===== config.mk =====
export PLATFORM = sky130hd
export DESIGN_NAME = fetch_decode
export DESIGN_NICKNAME = d
export VERILOG_FILES = /design/src/rtl/fetch_decode.sv
export SDC_FILE = /design/constraint.sdc
export NUM_CORES = 1
export LEC_CHECK = 0
export ABC_AREA = 1
export CAP_MARGIN = 20
export CORE_MARGIN = 3
export CORE_UTILIZATION = 25
export CTS_CLUSTER_DIAMETER = 200
export DETAILED_ROUTE_END_ITERATION = 10
export GPL_ROUTABILITY_DRIVEN = 0
export GPL_TIMING_DRIVEN = 0
export MAX_ROUTING_LAYER = met4
export PLACE_DENSITY_LB_ADDON = 0.2
export SLEW_MARGIN = 20
export SYNTH_ARGS = -nofsm -noshare
export SYNTH_HDL_FRONTEND = slang
export SYNTH_SLANG_ARGS = --single-unit

===== constraint.sdc =====
create_clock -name clk -period 1.24 [get_ports clk]
set_input_delay 0.124 -clock clk [delete_from_list [all_inputs] [get_ports clk]]
set_output_delay 0.124 -clock clk [all_outputs]
set_load 0.1 [all_outputs]

===== src/rtl/fetch_decode.sv =====
// Instruction fetch/decode sequencer: fetches a word via MAR/MDR into ir, decodes it,
// and holds the matching execute-unit start line until that unit reports done.
module fetch_decode #(
    parameter int DATA_W       = 16,
    parameter int MEM_WAIT     = 1,
    parameter int EXEC_TIMEOUT = 255
) (
    input  logic              clk,
    input  logic              rst,
    input  logic              run,
    input  logic [DATA_W-1:0] bus_in,
    input  logic              exec_done,
    output logic              pc_out_en,
    output logic              MARin,
    output logic              EN,
    output logic              RW,
    output logic              MDR_tobusin,
    output logic              IRin,
    output logic              pc_inc,
    output logic              start_load,
    output logic              start_store,
    output logic              start_alu,
    output logic [3:0]        alu_op,
    output logic [5:0]        parameter1,
    output logic [5:0]        parameter2,
    output logic              donefetch,
    output logic              halted,
    output logic              illegal,
    output logic              exec_timeout
);

    typedef enum logic [2:0] {
        IDLE, PCOUT, MEMRD, IRLD, PCINC, EXEC, CLEAR, HALT
    } state_t;

    localparam logic [3:0] WAIT_LAST = 4'(MEM_WAIT - 1);
    localparam logic [7:0] EXEC_LAST = 8'(EXEC_TIMEOUT - 1);

    state_t            state, next;
    logic [DATA_W-1:0] ir;
    logic [3:0]        wait_cnt;
    logic [7:0]        exec_cnt;
    logic              illegal_flag, timeout_flag, timeout_hit;
    logic              op_nop, op_load, op_store, op_alu, op_halt, op_bad;
    logic [3:0]        opcode;

    assign opcode     = ir[15:12];
    assign alu_op     = opcode;
    assign parameter1 = ir[11:6];
    assign parameter2 = ir[5:0];

    always_comb begin
        op_nop   = (opcode == 4'h0);
        op_load  = (opcode == 4'h1);
        op_store = (opcode == 4'h2);
        op_alu   = (opcode[3:2] == 2'b01);
        op_halt  = (opcode == 4'hF);
        op_bad   = !(op_nop || op_load || op_store || op_alu || op_halt);
    end

    always_ff @(posedge clk or negedge rst) begin
        if (!rst) begin
            state        <= IDLE;
            ir           <= '0;
            wait_cnt     <= '0;
            exec_cnt     <= '0;
            illegal_flag <= 1'b0;
            timeout_flag <= 1'b0;
        end else begin
            state    <= next;
            // Counters idle at zero outside their state so every entry starts fresh.
            wait_cnt <= (state == MEMRD) ? wait_cnt + 4'd1 : '0;
            exec_cnt <= (state == EXEC)  ? exec_cnt + 8'd1 : '0;
            if (state == IRLD)
                ir <= bus_in;
            if (state == PCINC && op_bad)
                illegal_flag <= 1'b1;
            if (timeout_hit)
                timeout_flag <= 1'b1;
        end
    end

    always_comb begin
        next        = state;
        timeout_hit = 1'b0;
        case (state)
            IDLE:  if (run) next = PCOUT;
            PCOUT: next = MEMRD;
            MEMRD: if (wait_cnt == WAIT_LAST) next = IRLD;
            IRLD:  next = PCINC;
            PCINC: begin
                if (op_load || op_store || op_alu) next = EXEC;
                else if (op_halt)                  next = HALT;
                else                               next = run ? PCOUT : IDLE;
            end
            EXEC: begin
                if (exec_done) begin
                    next = CLEAR;
                end else if (exec_cnt == EXEC_LAST) begin
                    next        = CLEAR;
                    timeout_hit = 1'b1;
                end
            end
            CLEAR:   next = run ? PCOUT : IDLE;
            HALT:    next = HALT;
            default: next = IDLE;
        endcase
    end

    always_comb begin
        pc_out_en    = (state == PCOUT);
        MARin        = (state == PCOUT);
        EN           = (state == MEMRD);
        RW           = (state == MEMRD);
        MDR_tobusin  = (state == IRLD);
        IRin         = (state == IRLD);
        pc_inc       = (state == PCINC);
        start_load   = (state == EXEC) && op_load;
        start_store  = (state == EXEC) && op_store;
        start_alu    = (state == EXEC) && op_alu;
        donefetch    = (state == CLEAR);
        halted       = (state == HALT);
        illegal      = illegal_flag;
        exec_timeout = timeout_flag;
    end

endmodule


==> results of run 1 <==
==> cells in the final DEF, fill, tap and decap left out, drive strengths merged, types with 2 or more instances in the layout <==
master	n
a21oi	9
buf	64
clkbuf	9
clkdlybuf4s50	18
clkinvlp	2
dfrtp	33
ha	4
inv	17
nand2	65
nand3	9
nand4	3
nor2	22
nor3	5
o21ai	6
o21bai	2
==> path summary, 6_finish.rpt <==
kind | to | slack (ps) | depth (start not counted) | start
max | MDR_tobusin | -330 | 7 | state[2]
min | ir[2] | 310 | 2 | rst
max reg2reg | state[0] | -150 | 10 | state[1]
min reg2reg | illegal | 460 | 1 | illegal
max in group asynchronous | ir[12] | 470 | 3 | rst
min in group clk | ir[1] | 360 | 3 | bus_in[1]
==> critical path, cell delays in order, from the launching register on <==
cell and delay (ps):
dfrtp_1 370, buf_6 120, nor2_4 160, nand2_4 80
inv_4 70, buf_12 110, buf_12 90, buf_12 160
==> per-layer routing <==
layer | GRT usage [%] | routed length [um] | part of all wire [%]
met5 | - | 0 | 0
met4 | 3.885 | 59 | 1.4
met3 | 4.419 | 288 | 6.9
met2 | 18.57 | 1944 | 46
met1 | 15.33 | 1903 | 45
==> cell families after synthesis <==
kind of cell               after synthesis  share of synthesized area [%]
AOI/OAI and AO/OA                       19                          6.635
xor gates and xnor gates                 2                          1.106
adders and majority gates                4                          3.160
buffers and inverters                   26                          8.135
DFF                                     33                          52.13
and+or+nand+nor                        105                          28.83
==> layout make-up <==
| cell class | count | share of cell area (%) |
|---|---|---|
| multi-input cells | 130 | 28.39 |
| repair buffers | 78 | 29.26 |
| inverters | 20 | 3.663 |
| plain buffers | 6 | 3.271 |
| well taps | 75 | 3.271 |
| flip-flops and latches | 33 | 29.35 |
| clock buffers | 8 | 2.791 |
==> per-stage QoR <==
stage	worst slack, ps	hold WS, ps
after floorplan	-503.0	-171.6
after global placement	-1199	455.2
after detailed placement	-1196	96.01
after CTS	-335.1	329.2
after global routing	-387.2	366.3
final	-329.9	310.8
==> sequential cells by signal, indices dropped and copies added, names as in the netlist <==
name	cells
ir	16
exec_timeout	1
illegal	1
state	3
wait_cnt	4
exec_cnt	8
==> what timing repair did <==
action / CTS / global route
hold buffers: 1 / 0
buffers inserted: 14 / 13
pin swaps: 7 / 11
gates resized for setup: 213 / 32
gates cloned: 0 / 0
endpoints found under the hold margin: 16 / 0
setup endpoints to repair: 42 / 35
==> results.toml, run 1 <==
[run_status]
status = "complete, but fails checks"
violations = "negative setup slack"

[yosys]
synth-async-reset-ratio_pct = 100.0
ys.flop_type = "dfrtp_1"
syn_area_sq_mm = 0.001584
syn_inst = 189
seq_area_frac_synth_pct = 52.13
synth_top_cells_by_count = "nand2_1, dfrtp_1, nor2_1"
synthTopCellsByArea = "dfrtp_1, nand2_1, nor2_1"
synth_top_area_cell = "dfrtp_1"
ys_types = 27
synth_edf_count = 0
ys_seq_elements = 33
synth_top_area_share_pct = 52.13
synth_fp_nets = 213
syn_avg_cell_area_sq_um = 8.381
synth_warnings = 0
synthMostInstantiatedCell = "nand2_1"

[cells_and_area]
final_cells = 350
area_growth_pct = 81.12
regArea_sq_um = 842.1
layout.nets = 298
antenna_cells = 0
postLayoutCoreUtil_pct = 47.61
multi_input_area_sq_um = 814.5
fin_area_sq_mm = 0.002869
n_fill_cell = 602
drive_gt1_share_pct = 41.45

[clock_network]
clockRootBuffer = "clkbuf_8"
clk_latency_ps = 280
cts_max_level = 2
cts_buffers = 5
cts.clk_slew.worst_paths_ps = 70
clock_path_buffers = 2
clkSinkCount = 33
cts_tree = "done"

[die]
core_sq_mm = 0.006026
fp.dieH_um = 85.60
initial_core_util_pct = 26.29
fp-row-count = 28
die-area_sq_mm = 0.007327
die_w_um = 85.60
ios = 50

[routing]
routed_wirelength_um = 4196
num_vias = 1512
firstDrtPassIters = 4
ant_nets = 0
drt_iter0_drc = 90
wl_per_cell_um = 11.99
drc = 0
drt-vias-per-instance = 4.320

[timing]
maxSlewViolCount = 0
fin_ws_ps = -329.9
rsz0062_at_grt = "true"
hold_viol_final = 0
tightest_slew_ps = 497.6
relSlewSlack_pct = 67.05
fin_tns_setup_ps = -4282
fin_worst_skew_ps = 3.254
finalCritPeriodShare_pct = 126.6
timing.fmax_mhz = 637.0
final-setup-viol-count = 33
min_period_ps = 1570

[worst_setup_path]
crit_fanout = 4
critPathLaunchType = "register"
arrival_ps = 1450
crit_path_end_kind = "output pin"
path_class = "register to output pin"
cp.required_ps = 1120

[placed_design]
port_buffers = 49
dp_cells = 314
dpl-instance-area_sq_mm = 0.002323
hpwl_um = 2794

[global_routing]
grt_pass1_wl_um = 6934
grt_usage_pct = 12.28
antenna_found_initial = 0
grt_overflow = 0
grt_pass1_vias = 1434
grt_max_degree = 18

[flow_run]
cap_violations = 0

[hold_path]
min_path_type = "primary input to async pin"
Power of run 1 is left out: the tool's default activity adds up to more than one toggle a clock period on the data nets, which glitch-free logic cannot reach.
==> inputs of run 2 (changes only) <==
--- a/config.mk
+++ b/config.mk
@@ -15,6 +15,7 @@
 export GPL_TIMING_DRIVEN = 0
 export MAX_ROUTING_LAYER = met4
 export PLACE_DENSITY_LB_ADDON = 0.2
+export SKIP_CTS_REPAIR_TIMING = 1
 export SLEW_MARGIN = 20
 export SYNTH_ARGS = -nofsm -noshare
 export SYNTH_HDL_FRONTEND = slang
==> results.toml, run 2 (same netlist as run 1, synthesis figures left out) <==
[global_routing]
grt_overflow = 0
grt_pass1_vias = 1346
grt_usage_pct = 11.39
grt_max_degree = 18
antenna_found_initial = 0
grt_pass1_wl_um = 6444

[die]
die-area_sq_mm = 0.007327
core_sq_mm = 0.006026
fp.dieH_um = 85.60
ios = 50
fp-row-count = 28
die_w_um = 85.60
initial_core_util_pct = 26.29

[hold_path]
min_path_type = "primary input to async pin"

[run_status]
violations = "negative setup slack"
status = "complete, but fails checks"

[flow_run]
cap_violations = 0

[timing]
timing.fmax_mhz = 624.7
finalCritPeriodShare_pct = 129.1
relSlewSlack_pct = 64.14
final-setup-viol-count = 31
maxSlewViolCount = 0
tightest_slew_ps = 540.2
fin_worst_skew_ps = 4.826
rsz0062_at_grt = "true"
fin_ws_ps = -360.8
hold_viol_final = 0
min_period_ps = 1601

[clock_network]
clockRootBuffer = "clkbuf_8"
cts_tree = "done"
clk_latency_ps = 280
cts_max_level = 2
cts.clk_slew.worst_paths_ps = 70
cts_buffers = 5
clock_path_buffers = 2
clkSinkCount = 33

[routing]
drc = 0
wl_per_cell_um = 11.61
drt_iter0_drc = 64
num_vias = 1511
drt-vias-per-instance = 4.330
firstDrtPassIters = 4
routed_wirelength_um = 4052
ant_nets = 0

[worst_setup_path]
arrival_ps = 1480
critPathLaunchType = "register"
crit_path_end_kind = "output pin"
crit_fanout = 7
path_class = "register to output pin"
cp.required_ps = 1120

[cells_and_area]
reg_top3 = "ir: 16 flops, exec_cnt: 8 flops, wait_cnt: 4 flops"
top_register = "ir"
multi_input_area_sq_um = 745.7
regArea_sq_um = 843.3
largest_register_ffs = 16
layout_commonest_cell = "nand2_1"
drive_gt1_share_pct = 39.78
n_fill_cell = 618
layout.nets = 297
final_cell_mix = "nand2_1, dfrtp_1, buf_4"
antenna_cells = 0
postLayoutCoreUtil_pct = 45.52
area_growth_pct = 73.14

[placed_design]
hpwl_um = 2794
port_buffers = 49
run 2: cell types whose count changed in the layout (fill, tap and decap cells not counted), sizes merged:
cell    before  now
buf         64   58
clkbuf       9   14
clkinv       1    0
inv         17   18
run 2: layout make-up:
type	count	area share (%)
Tap cell	75	3.422
Timing Repair Buffer	78	29.06
Clock buffer	8	2.920
Inverter	20	3.650
Buffer	5	3.011
Sequential cell	33	30.75
Multi-Input combinational cell	130	27.19
run 2: critical path, stage by stage, from the launching register on:
cell and delay [ps]:
dfrtp_1 370, buf_6 130, nor2_4 120, nand2_4 120, inv_8 90, buf_12 110
buf_12 90, buf_12 160
run 2: through the flow:
step	cell area (sq um)	setup TNS (ps)	instances	setup slack (ps)	hold WS [ps]
final	2743	-4305	349	-360.8	312.1
after global routing	2743	-6287	349	-425.0	365.6
after CTS	2404	-28380	322	-1538	-216.0
after detailed placement	2323	-18400	314	-1196	96.01
after global placement	2301	-43650	313	-1199	455.2
after floorplan	1717	-3259	189	-503.0	-171.6
run 2: worst paths after layout:
kind                            startpoint     endpoint  slack, ps  cells after the start
worst max-delay path              state[2]  MDR_tobusin       -360                      7
worst min-delay path                   rst        ir[2]        310                      2
worst max register to register    state[1]     state[0]       -140                      9
worst min register to register     illegal      illegal        460                      1
max in group asynchronous              rst       ir[13]        470                      3
min in group clk                 bus_in[1]        ir[1]        360                      3
run 2: metal layers:
layer / up-vias / global-route usage, % / wire length, um
met1: 701 / 15.15 / 1789
met4: 0 / 3.885 / 54
li1: 758 / - / -
met3: 6 / 4.227 / 316
met2: 46 / 15.89 / 1892
met5: - / - / 0
Power of run 2 is left out for the same reason.
